==> config.mk <==
export PLATFORM = sky130hd
export DESIGN_NAME = multi_digit_watch_flat
export DESIGN_NICKNAME = d
export VERILOG_FILES = /design/src/rtl/multi_digit_watch_pkg.sv /design/src/rtl/multi_digit_watch_if.sv /design/src/rtl/multi_digit_watch_digit.sv /design/src/rtl/multi_digit_watch.sv /design/src/flat_wrapper.sv
export SDC_FILE = /design/constraint.sdc
export NUM_CORES = 1
export LEC_CHECK = 0
export BUFFER_PORTS_ARGS = -buffer_cell sky130_fd_sc_hd__buf_2
export CORE_MARGIN = 5
export CORE_UTILIZATION = 50
export CTS_CLUSTER_DIAMETER = 60
export CTS_CLUSTER_SIZE = 8
export DETAILED_ROUTE_END_ITERATION = 7
export PLACE_DENSITY = 0.7
export SLEW_MARGIN = 40
export SYNTH_ARGS = -nofsm -noshare
export SYNTH_HDL_FRONTEND = slang
export SYNTH_HIERARCHICAL = 1
export SYNTH_SLANG_ARGS = --single-unit
==> constraint.sdc <==
create_clock -name clk -period 2.9 [get_ports clk]
set_input_delay 0.435 -clock clk [delete_from_list [all_inputs] [get_ports clk]]
set_output_delay 0.435 -clock clk [all_outputs]
set_load 0.005 [all_outputs]
==> src/rtl/multi_digit_watch_pkg.sv <==
// Shared types and constants for the multi-digit BCD stopwatch.
package watch_pkg;

    typedef enum logic [1:0] {
        IDLE   = 2'd0,
        RUN    = 2'd1,
        PAUSED = 2'd2
    } watch_state_t;

    localparam int unsigned BCD_W = 4;
    localparam int unsigned MOD6  = 6;
    localparam int unsigned MOD10 = 10;

    // Minutes/hours-style tens digits sit at odd indices 1 and 3.
    function automatic int unsigned digit_mod(input int unsigned idx, input bit sexa);
        if (sexa && (idx == 1 || idx == 3))
            return MOD6;
        return MOD10;
    endfunction

endpackage

==> src/rtl/multi_digit_watch_if.sv <==
// Control/display bundle between the stopwatch and its user.
interface multi_digit_watch_if #(
    parameter int unsigned NUM_DIGITS = 4
);
    logic                    start_resume;
    logic                    stop;
    logic                    lap;
    logic [4*NUM_DIGITS-1:0] number;
    logic                    cout;
    logic                    running;
    logic                    lap_active;

    modport master (
        output start_resume, stop, lap,
        input  number, cout, running, lap_active
    );

    modport slave (
        input  start_resume, stop, lap,
        output number, cout, running, lap_active
    );
endinterface

==> src/rtl/multi_digit_watch_digit.sv <==
// One BCD digit counting modulo MOD; advances when inc is high.
module bcd_mod_digit
    import watch_pkg::*;
#(
    parameter int unsigned MOD = 10
) (
    input  logic             clk,
    input  logic             reset,
    input  logic             inc,
    output logic [BCD_W-1:0] value,
    output logic             at_max
);

    assign at_max = (value == BCD_W'(MOD - 1));

    always_ff @(posedge clk) begin
        if (reset)
            value <= '0;
        else if (inc)
            value <= at_max ? '0 : value + 1'b1;
    end

endmodule

==> src/rtl/multi_digit_watch.sv <==
// Multi-digit BCD stopwatch with prescaler, pause/resume, lap freeze and
// wrap-or-saturate overflow.
module multi_digit_watch
    import watch_pkg::*;
#(
    parameter int unsigned NUM_DIGITS  = 4,
    parameter int unsigned TICK_DIV    = 1,
    parameter int unsigned SEXAGESIMAL = 0,
    parameter int unsigned WRAP        = 1
) (
    input  logic                clk,
    input  logic                reset,
    multi_digit_watch_if.slave  bus
);

    localparam int unsigned PW = (TICK_DIV > 1) ? $clog2(TICK_DIV) : 1;
    localparam int unsigned NW = BCD_W * NUM_DIGITS;

    watch_state_t state_q, state_d;

    logic [PW-1:0]         presc_q;
    logic [NW-1:0]         count;
    logic [NW-1:0]         hold_q;
    logic [NUM_DIGITS-1:0] at_max;
    logic [NUM_DIGITS-1:0] inc;
    logic                  full;
    logic                  tick;
    logic                  adv;
    logic                  lap_q;
    logic                  lap_rise;
    logic                  lap_active_q;
    logic                  cout_q;

    assign full     = &at_max;
    // stop outranks counting, so the edge that pauses does not also tick
    assign tick     = (state_q == RUN) && !bus.stop && (presc_q == PW'(TICK_DIV - 1));
    assign adv      = tick && !(full && (WRAP == 0));
    assign lap_rise = bus.lap && !lap_q;

    always_comb begin
        inc    = '0;
        inc[0] = adv;
        for (int unsigned i = 1; i < NUM_DIGITS; i++)
            inc[i] = inc[i-1] && at_max[i-1];
    end

    for (genvar g = 0; g < NUM_DIGITS; g++) begin : g_digit
        bcd_mod_digit #(
            .MOD(digit_mod(g, SEXAGESIMAL != 0))
        ) u_digit (
            .clk    (clk),
            .reset  (reset),
            .inc    (inc[g]),
            .value  (count[g*BCD_W +: BCD_W]),
            .at_max (at_max[g])
        );
    end

    always_comb begin
        state_d = state_q;
        case (state_q)
            IDLE:
                if (bus.start_resume && !bus.stop)
                    state_d = RUN;
            RUN:
                if (bus.stop)
                    state_d = PAUSED;
                else if (tick && full && (WRAP == 0))
                    state_d = PAUSED;
            PAUSED:
                if (bus.start_resume && !bus.stop)
                    state_d = RUN;
            default:
                state_d = IDLE;
        endcase
    end

    always_ff @(posedge clk) begin
        if (reset)
            state_q <= IDLE;
        else
            state_q <= state_d;
    end

    always_ff @(posedge clk) begin
        if (reset) begin
            presc_q <= '0;
            cout_q  <= 1'b0;
        end else begin
            cout_q <= tick && full;
            if (state_q == RUN && !bus.stop)
                presc_q <= tick ? '0 : presc_q + 1'b1;
        end
    end

    always_ff @(posedge clk) begin
        if (reset) begin
            lap_q        <= 1'b0;
            lap_active_q <= 1'b0;
            hold_q       <= '0;
        end else begin
            lap_q <= bus.lap;
            if (lap_rise) begin
                if (lap_active_q) begin
                    lap_active_q <= 1'b0;
                end else if (state_q == RUN) begin
                    lap_active_q <= 1'b1;
                    hold_q       <= count;
                end
            end
        end
    end

    assign bus.number     = lap_active_q ? hold_q : count;
    assign bus.cout       = cout_q;
    assign bus.running    = (state_q == RUN);
    assign bus.lap_active = lap_active_q;

endmodule

==> src/flat_wrapper.sv <==
// flat-port wrapper written by rule: the top's interface ports become plain ports
module multi_digit_watch_flat import watch_pkg::*;
#(
    parameter int unsigned NUM_DIGITS  = 4,
    parameter int unsigned TICK_DIV    = 1,
    parameter int unsigned SEXAGESIMAL = 0,
    parameter int unsigned WRAP        = 1
)
  (clk, reset, bus_start_resume, bus_stop, bus_lap, bus_number, bus_cout, bus_running, bus_lap_active);
  multi_digit_watch_if #(.NUM_DIGITS(NUM_DIGITS)) bus_i ();
  input  logic clk;
  input  logic reset;
  input wire logic [$bits(bus_i.start_resume)-1:0] bus_start_resume;
  input wire logic [$bits(bus_i.stop)-1:0] bus_stop;
  input wire logic [$bits(bus_i.lap)-1:0] bus_lap;
  output wire logic [$bits(bus_i.number)-1:0] bus_number;
  output wire logic [$bits(bus_i.cout)-1:0] bus_cout;
  output wire logic [$bits(bus_i.running)-1:0] bus_running;
  output wire logic [$bits(bus_i.lap_active)-1:0] bus_lap_active;
  assign bus_i.start_resume = bus_start_resume;
  assign bus_i.stop = bus_stop;
  assign bus_i.lap = bus_lap;
  assign bus_number = bus_i.number;
  assign bus_cout = bus_i.cout;
  assign bus_running = bus_i.running;
  assign bus_lap_active = bus_i.lap_active;
  multi_digit_watch #(.NUM_DIGITS(NUM_DIGITS), .TICK_DIV(TICK_DIV), .SEXAGESIMAL(SEXAGESIMAL), .WRAP(WRAP)) u_core (.clk(clk), .reset(reset), .bus(bus_i));
endmodule
==> results of run 1 <==
cell usage after synthesis (4+ instances only):
cell type / n / area, sq um
dfxtp_1: 38 / 760.7
nor2_1: 9 / 33.78
clkbuf_1: 4 / 15.01
o32ai_2: 4 / 65.06
nand2_1: 10 / 37.54
and4bb_2: 4 / 50.05
a211o_1: 4 / 35.03
mux2_2: 20 / 225.2
nand2b_1: 38 / 237.7
a21oi_1: 11 / 55.05
xnor2_1: 8 / 70.07
nand3_2: 4 / 40.04
mux2i_1: 16 / 160.2
inv_1: 6 / 22.52
sequential cells by signal (all words and copies together) (netlist names):
name and cells:
u_core/hold_q 16, u_core/bus.cout 1, u_core/bus.lap_active 1, u_core/presc_q 1, u_core/state_q 2, u_core/lap_q 1
u_core/g_digit.u_digit/value 16
cell families (layout without fill, tap and decap cells):
kind of cell           after synthesis  after routing  share of synthesized area
AND/OR/NAND/NOR                     77             77                     0.2602
flip-flops                          38             38                     0.3935
multiplexers                        36             36                     0.1994
AO/OA/AOI/OAI                       19             19                    0.08025
buffers and inverters               13             37                    0.03042
XOR/XNOR                             8              8                    0.03625
through the flow:
step,hold slack (ns),worst slack (ns),power (mW)
after global placement,0.4544,0.6895,0.5823
final,0.3755,0.7640,0.9123
after global routing,0.3903,0.5755,0.9507
after detailed placement,0.4648,0.5973,0.5841
after CTS,0.3708,0.7769,0.9249
after floorplan,0.4452,0.9677,0.5702
worst paths after layout:
check | slack, ns | end | depth (start not counted) | from
min reg2reg | 0.47 | u_core/hold_q[9] | 2 | u_core/hold_q[9]
max | 0.76 | u_core/g_digit[3].u_digit/value[3] | 6 | u_core/state_q[0]
min | 0.38 | u_core/lap_q | 2 | bus_lap
max reg2reg | 0.76 | u_core/g_digit[3].u_digit/value[3] | 6 | u_core/state_q[0]
power groups by stage:
| stage | Clock, mW | Sequential [mW] | Combinational [mW] |
|---|---|---|---|
| floorplan | 0 | 0.539 | 0.0315 |
| global placement | 0 | 0.542 | 0.0407 |
| detailed placement | 0 | 0.542 | 0.0422 |
| CTS | 0.353 | 0.530 | 0.0422 |
| global route | 0.375 | 0.530 | 0.0458 |
| finish | 0.341 | 0.530 | 0.0417 |
metal layers:
| layer | up-vias | track usage | part of all wire |
|---|---|---|---|
| li1 | 702 | - | - |
| met1 | 663 | 0.1882 | 0.44 |
| met2 | 27 | 0.2467 | 0.49 |
| met3 | 6 | 0.04571 | 0.053 |
| met4 | 0 | 0.05219 | 0.014 |
| met5 | - | 0 | 0 |
area by class of cell:
class                      instances  area [sq um]
multi-input combinational        140          1114
clock buffer                       5         68.82
fill                             329          1554
clock inverter                     2         10.01
inverter                           6         22.52
timing repair buffer              24         125.1
tap                               48         60.06
sequential                        38         762.0
==> metrics.md, run 1 <==
| Metric | Value |
|---|---|
| Core Area | `3716 sq um` |
| Initial antenna violation count | `0` |
| Utilization after layout | `0.5818` |
| Port Buffers | `23` |
| Rows | `22` |
| Hold Fails Final Rpt | `0` |
| Maximum clock path buffer count | `2` |
| Critical Path RT | `3.10 ns` |
| Lkg Pwr | `0.7817 nW` |
| Post-Syn Nets | `196` |
| CTS tree | `built` |
| Final std cells w/o fill | `263` |
| Vias per cell | `5.316` |
| Vias | `1,398` |
| Layout area overhead | `11.84%` |
| Crit path launch type | `flip-flop` |
| H-tree depth | `2` |
| First-pass GRT wire length | `6279 microns` |
| Most frequent cells in the layout | `38 x nand2b_1, 37 x dfxtp_1, 22 x buf_2` |
| # setup viols final | `0` |
| Initial Util | `0.5202` |
| Worst path max stage delay | `0.48 ns` |
| Clk_lat worst skew | `0.29 ns` |
| Sw Share | `0.2258` |
| Fin. max-slew vios | `0` |
| # DRC | `0` |
| Chip width | `72.18 microns` |
| CP cell instances | `nor4b_2, and3_1, and2_1, nand3_2, mux2_2, o32ai_2` |
| Die area | `5210 sq um` |
| Final clock skew | `0.005135 ns` |
| Slew margin rel. | `0.6482` |
| Largest net degree at the start of global routing | `59` |
| Drt initial violations | `56` |
| CTS Root Cell | `clkbuf_8` |
| # Post-CTS Setup Buffers | `0` |
| CTS Sinks | `38` |
| GRT Total Usage | `0.1510` |
| Total grt overflow | `0` |
| Switch Pwr | `0.2060 mW` |
| Tmin final | `2.136 ns` |
| Num CTS Buffers | `5` |
| Layout cells sized above 1 | `0.3116` |
| Kind of critical path | `reg -> reg` |
| N_diodes | `0` |
| VDD IR max | `276.3 uV` |
| Number of synthesized flops with an enable pin | `0` |
| Post-DP HPWL | `2503 microns` |
| Cell Area, Placed | `2081 sq um` |
| Pwr Density | `422.0 nW/um^2` |
| Final nets | `220` |
| Cts hold-fix bufs | `0` |
| Post-Syn Instances | `191` |
| Worst-margin pin slew | `0.5264 ns` |
| Most common cell after layout, fill and taps aside | `nand2b_1` |
| Warnings, synthesis | `6` |
| Sum of buffers and inverters on the critical path | `0` |
| GP Congestion | `0.7667` |
| Fmax | `0.4682 GHz` |
| Final ANT Viol Nets | `0` |
| Cell internal pwr | `0.7063 mW` |
| Post-synth top flop | `dfxtp_1` |
| Crit-path max FO | `5` |
| Worst-path clk slew | `0.07 ns` |
| Worst Path Arrival | `2.34 ns` |
| Sequential fraction of design power | `0.581` |
| Fin area | `2162 sq um` |
| Placed cells | `256` |
| Pre-antenna DRT Iters | `4` |
| Clk network pwr share | `0.374` |
| Die Height | `72.18 microns` |
| Post-CTS Resized | `0` |
| Ports | `24` |
| Netlist cell types | `27` |
| DR WL/cell | `13.51 microns` |
| Max-cap violations | `0` |
| Avg Cell Area, Syn | `10.12 sq um` |
| RSZ-0062 raised after global routing | `false` |
| Critical-path top delay cell | `nor4b_2` |
| Async SR Flop Fraction | `0` |
| Comb pwr share | `0.046` |
| Cell area after synthesis | `1933 sq um` |
| Worst Setup End Kind | `flip-flop` |
| Vias in the first global route | `1,420` |
| Status | `completed` |
| Min-delay worst type | `in -> reg` |
| Sequential area share after synthesis | `0.3935` |
| Largest delay share family, worst path | `simple AND/OR/NAND/NOR gates` |
| DRT Wirelength | `3554 microns` |
| Fin Setup TNS | `0 ns` |
| Synthesized flop and latch total | `38` |
| Fin crit share | `0.7366` |
Note: power is estimated with default switching activity, not from simulation.
==> run 2: changes to the inputs <==
- ABC_AREA: unset -> 1
- clock period: 2.9 -> 2.07 ns (I/O delays scaled with it)
==> run 2 against run 1 <==
- worst hold slack worse by 0.12 ns
- power is 47% higher
- synthesized cell count increased by 59%
- clock-buffer cell count up 2
- clock power increased by 40%
- non-clock buffer count is 1 higher
- final cell count is 44% higher
- largest power group unchanged
==> metrics.md, run 2 <==
| Metric | Value |
|---|---|
| Die area | `5404 sq um (+3.7%)` |
| WL met3 | `217 microns (+15%)` |
| VDD IR max | `291.5 uV (+5.5%)` |
| Slew margin rel. | `0.7590 (+0.1109)` |
| First-pass GRT wire length | `7251 microns (+15%)` |
| Chip width | `73.51 microns (+1.8%)` |
| # setup viols final | `0 (unchanged)` |
| Largest regs | `u_core/g_digit.u_digit/value (16), u_core/hold_q (16), u_core/state_q (2)` |
| Utilization after layout | `0.5678 (-0.01406)` |
| Main combinational cell family by area after synthesis | `simple AND/OR/NAND/NOR gates` |
| Maximum clock path buffer count | `2 (unchanged)` |
| Final clock skew | `0.004706 ns (-0.0004287 ns)` |
| Critical Path RT | `2.27 ns (-0.83 ns)` |
| Drt initial violations | `103 (+84%)` |
| FF-to-FF setup slack | `0.37 ns (-0.40 ns)` |
| N_diodes | `0 (unchanged)` |
| Post-Syn Nets | `308 (+57%)` |
| Worst-margin pin slew | `0.3606 ns (-0.1658 ns)` |
| Fin Setup TNS | `0 ns (unchanged)` |
| Sequential area share after synthesis | `0.3772 (-0.01636)` |
| Vias | `1,829 (+31%)` |
| Tmin final | `1.703 ns (-0.4327 ns)` |
| Top-count cell post-synth | `nand2_1` |
| Most common cell after layout, fill and taps aside | `nand2_1` |
| Synthesized flop and latch total | `38 (unchanged)` |
| M1 WL | `1900 microns (+22%)` |
| Vias per cell | `4.839 (-9.0%)` |
| CTS Sinks | `38 (unchanged)` |
| Footprint of the multi-input gates | `975.9 sq um (-12%)` |
| Post-CTS Resized | `0 (unchanged)` |
| CTS tree | `built` |
| Layout area overhead | `10.98%` |
| Commonest cells in the netlist | `61 x nand2_1, 48 x inv_1, 42 x nor2_1, 38 x dfxtp_1, 27 x nand3_1` |
| Avg Cell Area, Syn | `6.657 sq um (-34%)` |
| Hold Fails Final Rpt | `0 (unchanged)` |
| Final nets | `333 (+51%)` |
| Lkg Pwr | `1.023 nW (+31%)` |
| Fin. max-slew vios | `0 (unchanged)` |
| Clk_lat worst skew | `0.29 ns (about the same)` |
| Core Area | `3943 sq um (+6.1%)` |
| # Post-CTS Setup Buffers | `0 (unchanged)` |
| Cell Area, Placed | `2162 sq um (+3.9%)` |
| Min-delay worst type | `in -> reg` |
| Worst Setup End Kind | `flip-flop` |
| GP Congestion | `0.8916 (+16%)` |
| Post-Synth XOR/XNOR Area | `0 (-0.03625)` |
| H-tree depth | `2 (unchanged)` |
| Simple-gate area share of the yosys netlist | `0.3995 (+0.1393)` |
| Compound-Gate Fraction of Synth Area | `0.08437 (+0.004108)` |
| Fin crit share | `0.8229 (+0.08630)` |
| GRT Total Usage | `0.1742 (+0.02318)` |
| Hold slack | `0.2588 ns (-0.1167 ns)` |
| Number of synthesized flops with an enable pin | `0 (unchanged)` |
| Final std cells w/o fill | `378 (+44%)` |
| Yosys top cell area share | `0.3772 (-0.01636)` |
| Initial Util | `0.5116 (-0.008618)` |
| Max-cap violations | `0 (unchanged)` |
| Ports | `24 (unchanged)` |
| Final Power | `1.342 mW (+47%)` |
| Warnings, synthesis | `6 (unchanged)` |
| Placed cells | `371 (+45%)` |
| Async SR Flop Fraction | `0 (unchanged)` |
| Hold Crit Start | `bus_lap` |
| # DRC | `0 (unchanged)` |
| Total grt overflow | `0 (unchanged)` |
| # fillers | `402 (+22%)` |
| Post-synth top flop | `dfxtp_1` |
| Netlist cell types | `21 (-22%)` |
| Largest net degree at the start of global routing | `21 (-64%)` |
| Cts hold-fix bufs | `0 (unchanged)` |
| Area share of fa/ha/maj cells after synthesis | `0 (unchanged)` |
| Synth area leader | `dfxtp_1` |
| DR WL/cell | `10.88 microns (-20%)` |
| Final setup margin | `0.3667 ns (-0.3973 ns)` |
| Worst-path clk slew | `0.07 ns (about the same)` |
| Fmax | `0.5871 GHz (+25%)` |
| Most frequent cells in the layout | `61 x nand2_1, 48 x inv_1, 42 x nor2_1` |
| CP startpoint | `u_core/g_digit[0].u_digit/value[0]` |
| Fin area | `2238 sq um (+3.5%)` |
| Rows | `23 (+4.5%)` |
| Worst r2r src | `u_core/g_digit[0].u_digit/value[0]` |
| Crit path launch type | `flip-flop` |
| Post-Syn Instances | `303 (+59%)` |
| Sequential cell area | `760.7 sq um (-0.16%)` |
| Die Height | `73.51 microns (+1.8%)` |
| Post-DP HPWL | `3002 microns (+20%)` |
| WL met2 | `1889 microns (+7.4%)` |
| CTS Root Cell | `clkbuf_8` |
| Crit-path max FO | `5 (unchanged)` |
| Vias in the first global route | `1,699 (+20%)` |
| Cell area after synthesis | `2017 sq um (+4.3%)` |
| Mux contribution to synthesized area | `0 (-0.1994)` |
| Pre-antenna DRT Iters | `4 (unchanged)` |
| Layout cells sized above 1 | `0.2195 (-0.09212)` |
| Final ANT Viol Nets | `0 (unchanged)` |
| Pwr Density | `599.4 nW/um^2 (+42%)` |
| RSZ-0062 raised after global routing | `false` |
| Port Buffers | `23 (unchanged)` |
| Worst Path Arrival | `1.90 ns (-0.44 ns)` |
| Initial antenna violation count | `0 (unchanged)` |
| Num CTS Buffers | `5 (unchanged)` |
| DR top layer | `met4` |
| Top area cells in the synthesized netlist | `dfxtp_1 38%, nand2_1 11%, inv_1 8.9%` |
| Status | `completed` |
| DRT Wirelength | `4111 microns (+16%)` |
| Kind of critical path | `reg -> reg` |
| DP Worst Slack | `0.3760 ns (-0.2213 ns)` |
run 2: metal layers:
metal  GRT usage  vias up
met1      0.2129      808
li1            -      973
met3     0.03420       10
met5           0        -
met2      0.2835       38
met4     0.09859        0
run 2: logic make-up (layout without fill, tap and decap cells):
family                 count (synthesis)  count (layout)
AO/OA/AOI/OAI                         31              31
buffers and inverters                 69              94
flip-flops                            38              38
AND/OR/NAND/NOR                      165             165
run 2: area by class of cell:
cell class / count / share of cell area
Tap cell: 50 / 0.02795
Inverter: 62 / 0.1040
Timing Repair Buffer: 25 / 0.05813
Multi-Input combinational cell: 196 / 0.4360
Clock buffer: 7 / 0.03410
Sequential cell: 38 / 0.3399
run 2: final timing paths:
kind	endpoint	depth (start not counted)
max	u_core/g_digit[3].u_digit/value[3]	9
min	u_core/lap_q	3
min reg2reg	u_core/presc_q	2
max reg2reg	u_core/g_digit[3].u_digit/value[3]	9
run 2: power by group:
part	internal, mW	switching [mW]	leakage, nW	total, mW
Clock	0.232	0.245	0.0383	0.477
Sequential	0.747	0.0113	0.307	0.758
Combinational	0.0359	0.0710	0.677	0.107
run 2: critical path: stages, from the launching register on:
cell and delay, ns:
dfxtp_1 0.39, inv_1 0.07, nor3_1 0.31, nand4_1 0.17, nor2_1 0.23, nand2_1 0.15, nor2_4 0.12, nand3_1 0.07
nand2_1 0.07, nor2_1 0.03
